### src/rtl/inst_fetch.sv
// inst_fetch: PC + IDLE/REQ/HOLD instruction-bus FSM; ack data lands on inst_fo/pc_fo one edge later, pc_stop_i holds it.
// Define FETCH_MISALIGN_CHK_EN to add misalign_o, a pulse on redirects to non-word-aligned targets.
`timescale 1ns/1ps
module inst_fetch (
  input  logic        clk_i,
  input  logic        rst_i,
  input  logic        pc_stop_i,
  input  logic        jump_en_i,
  input  logic [31:0] jump_addr_i,
  output logic        ibus_req_o,
  output logic [31:0] ibus_addr_o,
  input  logic        ibus_ack_i,
  input  logic [31:0] ibus_rdata_i,
  output logic [31:0] inst_fo,
  output logic [31:0] pc_fo,
  output logic        fetch_valid_o,
  output logic        pipeline_flush_o
`ifdef FETCH_MISALIGN_CHK_EN
  ,
  output logic        misalign_o
`endif
);

  typedef enum logic [1:0] {S_IDLE, S_REQ, S_HOLD} state_t;

  state_t      r_state, w_state_nxt;
  logic [31:0] r_pc, w_pc_nxt;
  logic [31:0] r_inst, w_inst_nxt;
  logic [31:0] r_pc_f, w_pc_f_nxt;
  logic        r_valid, w_valid_nxt;
  logic        r_pend, w_pend_nxt;
  logic [31:0] r_tgt, w_tgt_nxt;
  logic        r_flush;
  logic [31:0] w_jump_tgt;

  assign w_jump_tgt = jump_addr_i & 32'hFFFF_FFFC;

  always_comb begin
    w_state_nxt = r_state;
    w_pc_nxt    = r_pc;
    w_inst_nxt  = r_inst;
    w_pc_f_nxt  = r_pc_f;
    w_valid_nxt = r_valid;
    w_pend_nxt  = r_pend;
    w_tgt_nxt   = r_tgt;
    case (r_state)
      S_IDLE: begin
        w_state_nxt = S_REQ;
        if (jump_en_i) begin
          w_pc_nxt    = w_jump_tgt;
          w_valid_nxt = 1'b0;
        end
      end
      S_REQ: begin
        if (ibus_ack_i) begin
          if (jump_en_i) begin
            w_pc_nxt    = w_jump_tgt;
            w_pend_nxt  = 1'b0;
            w_valid_nxt = 1'b0;
          end else if (r_pend) begin
            // data belongs to the path that was redirected away from
            w_pc_nxt    = r_tgt;
            w_pend_nxt  = 1'b0;
            w_valid_nxt = 1'b0;
          end else begin
            w_inst_nxt  = ibus_rdata_i;
            w_pc_f_nxt  = r_pc;
            w_valid_nxt = 1'b1;
            w_pc_nxt    = r_pc + 32'd4;
            w_state_nxt = pc_stop_i ? S_HOLD : S_REQ;
          end
        end else begin
          w_valid_nxt = 1'b0;
          // address must stay stable until ack, so the target waits here
          if (jump_en_i) begin
            w_pend_nxt = 1'b1;
            w_tgt_nxt  = w_jump_tgt;
          end
        end
      end
      S_HOLD: begin
        if (jump_en_i) begin
          w_pc_nxt    = w_jump_tgt;
          w_valid_nxt = 1'b0;
          w_state_nxt = S_REQ;
        end else if (!pc_stop_i) begin
          w_state_nxt = S_REQ;
        end
      end
      default: w_state_nxt = S_IDLE;
    endcase
  end

  always_ff @(posedge clk_i or negedge rst_i) begin
    if (!rst_i) begin
      r_state <= S_IDLE;
      r_pc    <= 32'h0;
      r_inst  <= 32'h0;
      r_pc_f  <= 32'h0;
      r_valid <= 1'b0;
      r_pend  <= 1'b0;
      r_tgt   <= 32'h0;
      r_flush <= 1'b0;
    end else begin
      r_state <= w_state_nxt;
      r_pc    <= w_pc_nxt;
      r_inst  <= w_inst_nxt;
      r_pc_f  <= w_pc_f_nxt;
      r_valid <= w_valid_nxt;
      r_pend  <= w_pend_nxt;
      r_tgt   <= w_tgt_nxt;
      r_flush <= jump_en_i;
    end
  end

`ifdef FETCH_MISALIGN_CHK_EN
  logic r_misalign;

  always_ff @(posedge clk_i or negedge rst_i) begin
    if (!rst_i) begin
      r_misalign <= 1'b0;
    end else begin
      r_misalign <= jump_en_i && (jump_addr_i[1:0] != 2'b00);
    end
  end

  assign misalign_o = r_misalign;
`endif

  assign ibus_req_o       = (r_state == S_REQ);
  assign ibus_addr_o      = r_pc;
  assign inst_fo          = r_inst;
  assign pc_fo            = r_pc_f;
  assign fetch_valid_o    = r_valid;
  assign pipeline_flush_o = r_flush;

endmodule

### config.mk
export PLATFORM = sky130hd
export DESIGN_NAME = inst_fetch
export DESIGN_NICKNAME = d
export VERILOG_FILES = /design/src/rtl/inst_fetch.sv
export SDC_FILE = /design/constraint.sdc
export NUM_CORES = 1
export LEC_CHECK = 0
export ABC_CLOCK_PERIOD_IN_PS = 2800
export CAP_MARGIN = 5
export CORE_MARGIN = 2
export CORE_UTILIZATION = 33
export CTS_BUF_LIST = sky130_fd_sc_hd__clkbuf_4
export CTS_CLUSTER_SIZE = 25
export DETAILED_ROUTE_END_ITERATION = 12
export GPL_ROUTABILITY_DRIVEN = 1
export SYNTH_ARGS = -nofsm -noshare
export SYNTH_HDL_FRONTEND = slang
export SYNTH_SLANG_ARGS = --single-unit
export TNS_END_PERCENT = 1
### constraint.sdc
create_clock -name clk_i -period 2.8 [get_ports clk_i]
set_input_delay 0.28 -clock clk_i [delete_from_list [all_inputs] [get_ports clk_i]]
set_output_delay 0.28 -clock clk_i [all_outputs]
set_load 0.01 [all_outputs]
==> results.yml, run 1 <==
status:
  status: "finished clean"
floorplan:
  die_x_um: 138
  core_area_mm2: 0.0178
  rows: 49
  die_y_um: 138
  initial_core_util: 0.334
  io_pins: 168
  die_area_mm2: 0.0192
cts:
  cts_tree: "built"
  clk_pin_slew_ns: 0.11
  cts_sinks: 127
  htree_levels: 4
  cts_root_buffer: "clkbuf_4"
  worstSkewPairLatency_ns: 0.55
  cts_buffer_depth: 2
  cts_made_buffers: 17
  cts_resized: 0
yosys:
  synth_flop_cell: "dfrtp_1"
  synth_top_area_share: 0.533
  async_flop_share: 1.00
  synth_cell_types: 54
  netlist_instances: 526
  syn-cell-area_mm2: 0.00596
  synth.area.top_cells: "dfrtp_1 53%, mux2_2 16%, nand2_1 3.3%"
  yosysWarnings: 0
  ys_seq_area_frac: 0.533
  synth_enable_flop_cells: 0
  yosysTopAreaCell: "dfrtp_1"
  avgSynthCellArea_um2: 11.3
  synth_seq_cells: 127
pwr:
  power_density_mw_per_mm2: 805
  seq_power_share: 0.443
  p_sw_frac: 0.329
  clock_power_share: 0.168
  cellInternalPower_mw: 4.38
  leakage_nw: 3.32
  p_comb_frac: 0.389
  power.switching_mw: 2.15
  ir_drop_v: 0.000330
timing:
  finalHoldViolCount: 0
  max_freq_ghz: 0.431
  finalSetupTns_ns: 0
  min_period_ns: 2.32
  clock_skew_ns: 0.0222
  finalSetupViolCount: 0
  rsz0062_at_grt: "false"
  worstMarginPinSlew_ns: 1.01
  layout_setup_ws_ns: 0.479
  final.period_utilization: 0.829
  hold_slack_ns: 0.331
  slew_violations: 0
  maxSlewHeadroom: 0.327
layout:
  area_delta_synth_final_pct: 35.9
  stdcell_area_mm2: 0.00810
  drive_gt1_frac: 0.205
  final_common_cell: "clkdlybuf4s50_1"
  nNetsFinal: 761
  mostFrequentLayoutCells: "160 x clkdlybuf4s50_1, 127 x dfrtp_1, 86 x mux2_2, 51 x nand2_1, 36 x o21ai_0"
critical_path:
  cp_max_fo: 8
  worstSetupEndpointType: "register"
  required_ns: 3.22
  path_class: "reg2reg"
  startpoint_type: "register"
  worstPathArrival_ns: 2.74
grt:
  grt_overflow: 0
  grt_pass1_wl_um: 26800
  antenna_found_initial: 1
  grt_pass1_vias: 5068
  grt_util_all_layers: 0.178
  grt_max_degree: 107
route:
  vias: 4788
  ant_nets: 0
  viasPerCell: 5.14
  drc: 0
  drtPass1Iterations: 4
  wirelength_um: 16400
  wl_per_cell_um: 17.7
  drt_iter0_markers: 352
placement:
  io_buffer_count: 161
  dp_slack_ns: 0.500
  dpl_cell_area_mm2: 0.00787
  gp_congestion: 0.829
  dpl.hpwl_um: 11500
worst_hold_path:
  hold_class: "in2reg"
run:
  maxCapViolCount: 0
-- logic make-up after synthesis --
logic type	count (synthesis)	share of synthesized area
XOR/XNOR	14	0.0206
AND/OR/NAND/NOR	144	0.126
other	1	0.000629
flip-flops	127	0.533
buffers and inverters	46	0.0357
multiplexers	93	0.175
AO/OA/AOI/OAI	100	0.107
adder cells (fa/ha/maj)	1	0.00210
-- metal layers --
layer,track usage,vias up,share of wire
li1,-,2225,-
met4,0.0666,0,0.017
met3,0.0471,19,0.057
met2,0.307,134,0.52
met1,0.213,2410,0.41
met5,0,-,0
-- power groups by stage --
stage                     Sequential (mW)  Combinational [mW]  Clock, mW
after detailed placement             2.93                2.56          0
after CTS                            2.89                2.57       1.16
final                                2.89                2.54       1.10
after global routing                 2.98                2.72       1.24
after floorplan                      3.06               0.944          0
after global placement               2.88                2.52          0
-- critical path: stages, from the launching register on --
cell      delay, ns
dfrtp_1        0.49
ha_1           0.25
and4_1         0.41
nand4_1        0.42
o31a_1         0.38
nor3_1         0.13
o221ai_1       0.12
-- cell type report --
| cell class | instances | area (um^2) |
|---|---|---|
| fill | 1642 | 9740 |
| sequential | 127 | 3180 |
| multi-input combinational | 356 | 2590 |
| timing repair buffer | 181 | 1790 |
| tap | 229 | 287 |
| clock buffer | 20 | 150 |
| clock inverter | 9 | 72.6 |
| inverter | 8 | 30.0 |
| antenna | 1 | 2.50 |
-- through the flow --
stage | total power, mW | cells | utilization
floorplan | 4.00 | 529 | -
global placement | 5.40 | 900 | 0.441
detailed placement | 5.49 | 900 | 0.441
CTS | 6.63 | 930 | 0.454
global route | 6.95 | 931 | 0.454
finish | 6.52 | 931 | 0.454
-- timing repair --
action / in CTS / in global routing
buffers inserted: 0 / 0
hold buffers: 1 / 0
hold endpoints to repair: 104 / 0
-- synthesized netlist by cell type, types with 5 or more instances --
| master | number |
|---|---|
| nand2_1 | 52 |
| nor4_1 | 8 |
| buf_2 | 14 |
| xor2_1 | 6 |
| clkbuf_1 | 15 |
| a21oi_1 | 19 |
| inv_1 | 8 |
| mux2i_1 | 6 |
| and3_1 | 8 |
| dfrtp_1 | 127 |
| mux2_2 | 86 |
| nand3_1 | 19 |
| xnor2_1 | 8 |
| a221oi_1 | 5 |
| nor3_1 | 10 |
| o21ai_0 | 36 |
| nor2_1 | 12 |
| o221ai_1 | 6 |
| nand4_1 | 7 |
| o211ai_1 | 6 |
| a31oi_1 | 5 |
| o21a_1 | 5 |
| nand2b_1 | 5 |
-- final timing paths --
kind                       cells past startpoint           start  slack [ns]               to
min                                            3  jump_addr_i[4]        0.33   ibus_addr_o[4]
max reg2reg                                    6  ibus_addr_o[2]        0.48  ibus_addr_o[28]
max                                            6  ibus_addr_o[2]        0.48  ibus_addr_o[28]
max in group asynchronous                      3           rst_i        1.54      inst_fo[16]
min in group asynchronous                      2           rst_i        0.42        pc_fo[29]
min reg2reg                                    2       r_tgt[16]        0.50  ibus_addr_o[16]
-- sequential cells by signal, summed over array words and instances, names as in the netlist --
| signal | flops |
|---|---|
| ibus_addr_o | 30 |
| fetch_valid_o | 1 |
| pc_fo | 30 |
| pipeline_flush_o | 1 |
| r_pend | 1 |
| r_state | 2 |
| inst_fo | 32 |
| r_tgt | 30 |
Note: power is estimated with default switching activity, not from simulation.
==> inputs of run 2 (changes only) <==
--- a/config.mk
+++ b/config.mk
@@ -5,7 +5,7 @@
 export SDC_FILE = /design/constraint.sdc
 export NUM_CORES = 1
 export LEC_CHECK = 0
-export ABC_CLOCK_PERIOD_IN_PS = 2800
+export ABC_CLOCK_PERIOD_IN_PS = 2100
 export CAP_MARGIN = 5
 export CORE_MARGIN = 2
 export CORE_UTILIZATION = 33
==> constraint.sdc (replaced) <==
create_clock -name clk_i -period 2.1 [get_ports clk_i]
set_input_delay 0.21 -clock clk_i [delete_from_list [all_inputs] [get_ports clk_i]]
set_output_delay 0.21 -clock clk_i [all_outputs]
set_load 0.01 [all_outputs]
==> results.yml, run 2 (synthesized netlist as in run 1, its figures left out) <==
grt:
  grt_overflow: 0
  grt_pass1_wl_um: 27300
  grt_max_degree: 73
  grt_util_all_layers: 0.181
  grt_pass1_vias: 5170
  grtUsageMet3: 0.0419
  grt-busiest-layer: "met2"
  use_met2: 0.309
  grt_util_met1: 0.221
  antenna_found_initial: 1
layout:
  num-fill-cells: 1637
  nNetsFinal: 793
  area_delta_synth_final_pct: 40.8
  final_common_cell: "clkdlybuf4s50_1"
  finalNonFillerCells: 966
  mostFrequentLayoutCells: "159 x clkdlybuf4s50_1, 126 x dfrtp_1, 86 x mux2_2, 51 x nand2_1, 48 x buf_4"
  largest_reg_flops: 32
  drive_gt1_frac: 0.243
critical_path:
  worstPathArrival_ns: 2.45
  cp_max_fo: 8
  worstSetupEndpointType: "register"
  cpPeakStageDelay_ns: 0.51
  startpoint_type: "register"
  crit_buf_inv: 0
  slowest_stage: "or3_1"
  required_ns: 2.55
  cpLargestDelayFamily: "simple AND/OR/NAND/NOR gates"
  path_cells: "nand4_1, or3_1, nor3_4, nand3_2, mux2_4"
  path_class: "reg2reg"
timing:
  finalHoldViolCount: 0
  maxSlewHeadroom: 0.532
  slew_violations: 0
  min_period_ns: 2.00
  finalSetupTns_ns: 0
  finalSetupViolCount: 0
  rsz0062_at_grt: "false"
  worstMarginPinSlew_ns: 0.702
  max_freq_ghz: 0.500
  clock_skew_ns: 0.0168
  layout_setup_ws_ns: 0.101
  final.period_utilization: 0.952
floorplan:
  die_y_um: 138
  rows: 49
  io_pins: 168
  die_x_um: 138
  core_area_mm2: 0.0178
  die_area_mm2: 0.0192
  initial_core_util: 0.334
cts:
  cts_root_buffer: "clkbuf_4"
  worstSkewPairLatency_ns: 0.56
  clk_pin_slew_ns: 0.12
  cts_sinks: 127
  cts_buffer_depth: 2
  cts_tree: "built"
  cts_made_buffers: 17
  htree_levels: 4
placement:
  io_buffer_count: 161
  gp_congestion: 0.819
  dpl.hpwl_um: 12000
  post-place-cells: 930
  dp_slack_ns: 0.0852
run:
  maxCapViolCount: 0
route:
  ant_nets: 0
  drtPass1Iterations: 5
  viasPerCell: 5.10
  drt_iter0_markers: 338
  drc: 0
  vias: 4923
  wl_per_cell_um: 17.5
  wirelength_um: 16900
pwr:
  power_density_mw_per_mm2: 1080
  leakage_nw: 3.49
  ir_drop_v: 0.000437
worst_hold_path:
  hold_class: "in2reg"
status:
  status: "finished clean"
-- run 2: cell count changes in the layout (fill, tap and decap cells not counted), sizes merged --
cell	delta
dlymetal6s2s	+1
clkdlybuf4s50	-1
clkbuf	-2
bufinv	+1
clkinvlp	+3
buf	+32
clkinv	+1
-- run 2: repair_timing --
| item | 4_1_cts | 5_1_grt |
|---|---|---|
| endpoints found under the hold margin | 68 | 0 |
| gates resized for setup | 1 | 1 |
| hold buffers | 1 | 0 |
| pin swaps | 0 | 1 |
| setup buffers | 0 | 2 |
| setup endpoints to repair | 1 | 3 |
-- run 2: layout make-up --
class / count / area [um^2] / area share
clock buffer: 18 / 135 / 0.0161
inverter: 8 / 30.0 / 0.00358
antenna: 1 / 2.50 / 0.000298
clock inverter: 14 / 125 / 0.0149
multi-input combinational: 356 / 2590 / 0.309
timing repair buffer: 213 / 2050 / 0.244
sequential: 127 / 3180 / 0.379
tap: 229 / 287 / 0.0341
-- run 2: metal layers --
metal	part of all wire	vias up
met2	0.51	141
met4	0.014	0
met1	0.42	2460
met5	0	-
met3	0.053	18
li1	-	2304
-- run 2: metrics by stage --
stage               total power, mW  instance area (um^2)  utilization  hold WS, ns
floorplan                      5.33                  5970            -      -0.0856
global placement               7.39                  8110        0.454        0.276
detailed placement             7.51                  8110        0.454        0.291
CTS                            9.17                  8380        0.470        0.132
global route                   9.62                  8400        0.471        0.158
finish                         9.04                  8400        0.471        0.179
-- run 2: path summary, 6_finish.rpt --
kind                                 startpoint               end  slack, ns  cells past startpoint
min in group asynchronous                 rst_i       inst_fo[31]       0.23                      2
max in group asynchronous                 rst_i       inst_fo[22]       1.16                      3
worst max-delay path            ibus_addr_o[21]   ibus_addr_o[31]       0.10                      5
worst max register to register  ibus_addr_o[21]   ibus_addr_o[31]       0.10                      5
worst min-delay path                  jump_en_i  pipeline_flush_o       0.18                      1
worst min register to register        pc_fo[20]         pc_fo[20]       0.49                      2
-- run 2: power by group --
part / leakage (nW) / total (mW) / internal, mW / switching [mW]
clock network: 0.134 / 1.62 / 0.691 / 0.932
registers: 1.52 / 3.68 / 3.22 / 0.462
logic: 1.84 / 3.73 / 2.17 / 1.56
-- run 2: worst register-to-register path, cell delays in order (launching register included) --
cell and delay, ns:
dfrtp_1 0.46, nand4_1 0.18, or3_1 0.51, nor3_4 0.32
nand3_2 0.12, mux2_4 0.31
==> inputs of run 3 (changes only) <==
--- a/config.mk
+++ b/config.mk
@@ -8,11 +8,13 @@
 export ABC_CLOCK_PERIOD_IN_PS = 2100
 export CAP_MARGIN = 5
 export CORE_MARGIN = 2
-export CORE_UTILIZATION = 33
+export CORE_UTILIZATION = 38
 export CTS_BUF_LIST = sky130_fd_sc_hd__clkbuf_4
 export CTS_CLUSTER_SIZE = 25
 export DETAILED_ROUTE_END_ITERATION = 12
 export GPL_ROUTABILITY_DRIVEN = 1
+export GPL_TIMING_DRIVEN = 0
+export PLACE_DENSITY = 0.76
 export SYNTH_ARGS = -nofsm -noshare
 export SYNTH_HDL_FRONTEND = slang
 export SYNTH_SLANG_ARGS = --single-unit
==> results.yml, run 3 (synthesized netlist as in run 1, its figures left out) <==
layout:
  n_antenna_cell: 0
  nNetsFinal: 784
  stdcell_area_mm2: 0.00822
  mostFrequentLayoutCells: "159 x clkdlybuf4s50_1, 122 x dfrtp_1, 86 x mux2_2, 52 x nand2_1, 35 x o21ai_0"
  drive_gt1_frac: 0.230
  final_common_cell: "clkdlybuf4s50_1"
  area_delta_synth_final_pct: 37.9
  largest_reg_flops: 32
route:
  drc: 0
  wl_per_cell_um: 18.4
  drtPass1Iterations: 5
  drt_iter0_markers: 390
  route.met2.wl_um: 8490
  dr_wl_met3_um: 1510
  wl_met1_um: 6760
  ant_nets: 0
  vias: 5086
  dr.max_layer_used: "met4"
  wirelength_um: 17200
  viasPerCell: 5.43
grt:
  grt_overflow: 0
  grt_pass1_wl_um: 27000
  grt_util_all_layers: 0.211
  antenna_found_initial: 0
  grt_max_degree: 100
  grt_pass1_vias: 5314
pwr:
  ir_drop_v: 0.000465
  leakage_nw: 3.41
  power_mw: 8.76
  power_density_mw_per_mm2: 1070
critical_path:
  cp_max_fo: 8
  cpPeakStageDelay_ns: 0.50
  cp.depth: 6
  crit_buf_inv: 1
  worstSetupEndpointType: "register"
  r2r_cells: 6
  path_class: "reg2reg"
  startpoint_type: "register"
  required_ns: 2.54
  path_cells: "nand4_1, or3_1, buf_6, nor3_4, nand3_2, mux2_4"
  cpLargestDelayFamily: "simple AND/OR/NAND/NOR gates"
  worstPathArrival_ns: 2.48
  slowest_stage: "dfrtp_1"
cts:
  cts_sinks: 127
  clk_pin_slew_ns: 0.11
  htree_levels: 4
  cts_tree: "built"
  cts_buffer_depth: 2
  cts_root_buffer: "clkbuf_4"
  cts_made_buffers: 17
  worstSkewPairLatency_ns: 0.55
worst_hold_path:
  hold_class: "in2async"
timing:
  maxSlewHeadroom: 0.562
  finalSetupViolCount: 0
  min_period_ns: 2.04
  rsz0062_at_grt: "true"
  finalHoldViolCount: 0
  worstMarginPinSlew_ns: 0.657
  max_freq_ghz: 0.491
  clock_skew_ns: 0.0149
  slew_violations: 0
  final.period_utilization: 0.970
  hold_slack_ns: 0.0937
run:
  maxCapViolCount: 0
floorplan:
  io_pins: 168
  core_area_mm2: 0.0153
  die_y_um: 129
  initial_core_util: 0.391
  rows: 45
  die_x_um: 129
  die_area_mm2: 0.0167
placement:
  gp_congestion: 0.905
  dpl_cell_area_mm2: 0.00788
  io_buffer_count: 161
  dpl.hpwl_um: 12400
status:
  status: "finished clean"
[run 3: cell types whose count changed in the layout (fill, tap and decap cells not counted), sizes merged]
cell      change
buf          -24
diode         -1
bufinv        -1
clkbuf       +16
clkinvlp      -4
clkinv        +2
[run 3: final timing paths]
| kind | startpoint | slack [ns] | end |
|---|---|---|---|
| min in group clk_i | jump_addr_i[5] | 0.26 | ibus_addr_o[5] |
| max | ibus_addr_o[22] | 0.06 | ibus_addr_o[31] |
| max reg2reg | ibus_addr_o[22] | 0.06 | ibus_addr_o[31] |
| max in group asynchronous | rst_i | 1.20 | ibus_addr_o[2] |
| min | rst_i | 0.09 | pc_fo[18] |
| min reg2reg | pc_fo[14] | 0.50 | pc_fo[14] |
[run 3: stage by stage]
stage | util | setup TNS (ns) | instances | setup WS [ns]
3_5_place_dp | 0.516 | -26.23 | 902 | -0.481
6_report | 0.539 | 0 | 936 | 0.0636
3_3_place_gp | 0.514 | -551.75 | 901 | -4.18
2_1_floorplan | - | 0 | 529 | 0.110
4_1_cts | 0.533 | -0.0383 | 934 | -0.0219
5_1_grt | 0.539 | -0.0440 | 936 | -0.0440
[run 3: routing by layer]
metal	GRT usage	vias up
met3	0.0673	41
met5	0	-
met2	0.346	257
met1	0.249	2510
met4	0.111	0
li1	-	2278
[run 3: final cells by class]
class | count | area, um^2
buffer | 36 | 196
clock buffer | 19 | 143
clock inverter | 11 | 76.3
fill | 1363 | 7040
inverter | 8 | 30.0
multi-input combinational | 356 | 2640
sequential | 127 | 3180
tap | 211 | 264
timing repair buffer | 168 | 1690
[run 3: report_power, final]
group	internal (mW)	leakage, nW	switching [mW]
Clock	0.572	0.134	0.876
Combinational	2.02	1.77	1.42
Sequential	3.23	1.51	0.639
Total	5.82	3.41	2.94
[run 3: worst register-to-register path, stage by stage (launching register included)]
cell,delay [ns]
dfrtp_1,0.50
nand4_1,0.21
or3_1,0.38
buf_6,0.16
nor3_4,0.26
nand3_2,0.11
mux2_4,0.30
[run 3: repair_timing]
action	CTS	global route
pin swaps	1	1
endpoints found under the hold margin	127	0
gates resized for setup	8	27
buffers inserted	2	3
cloned	0	0
hold buffers	1	0
setup endpoints to repair	58	88
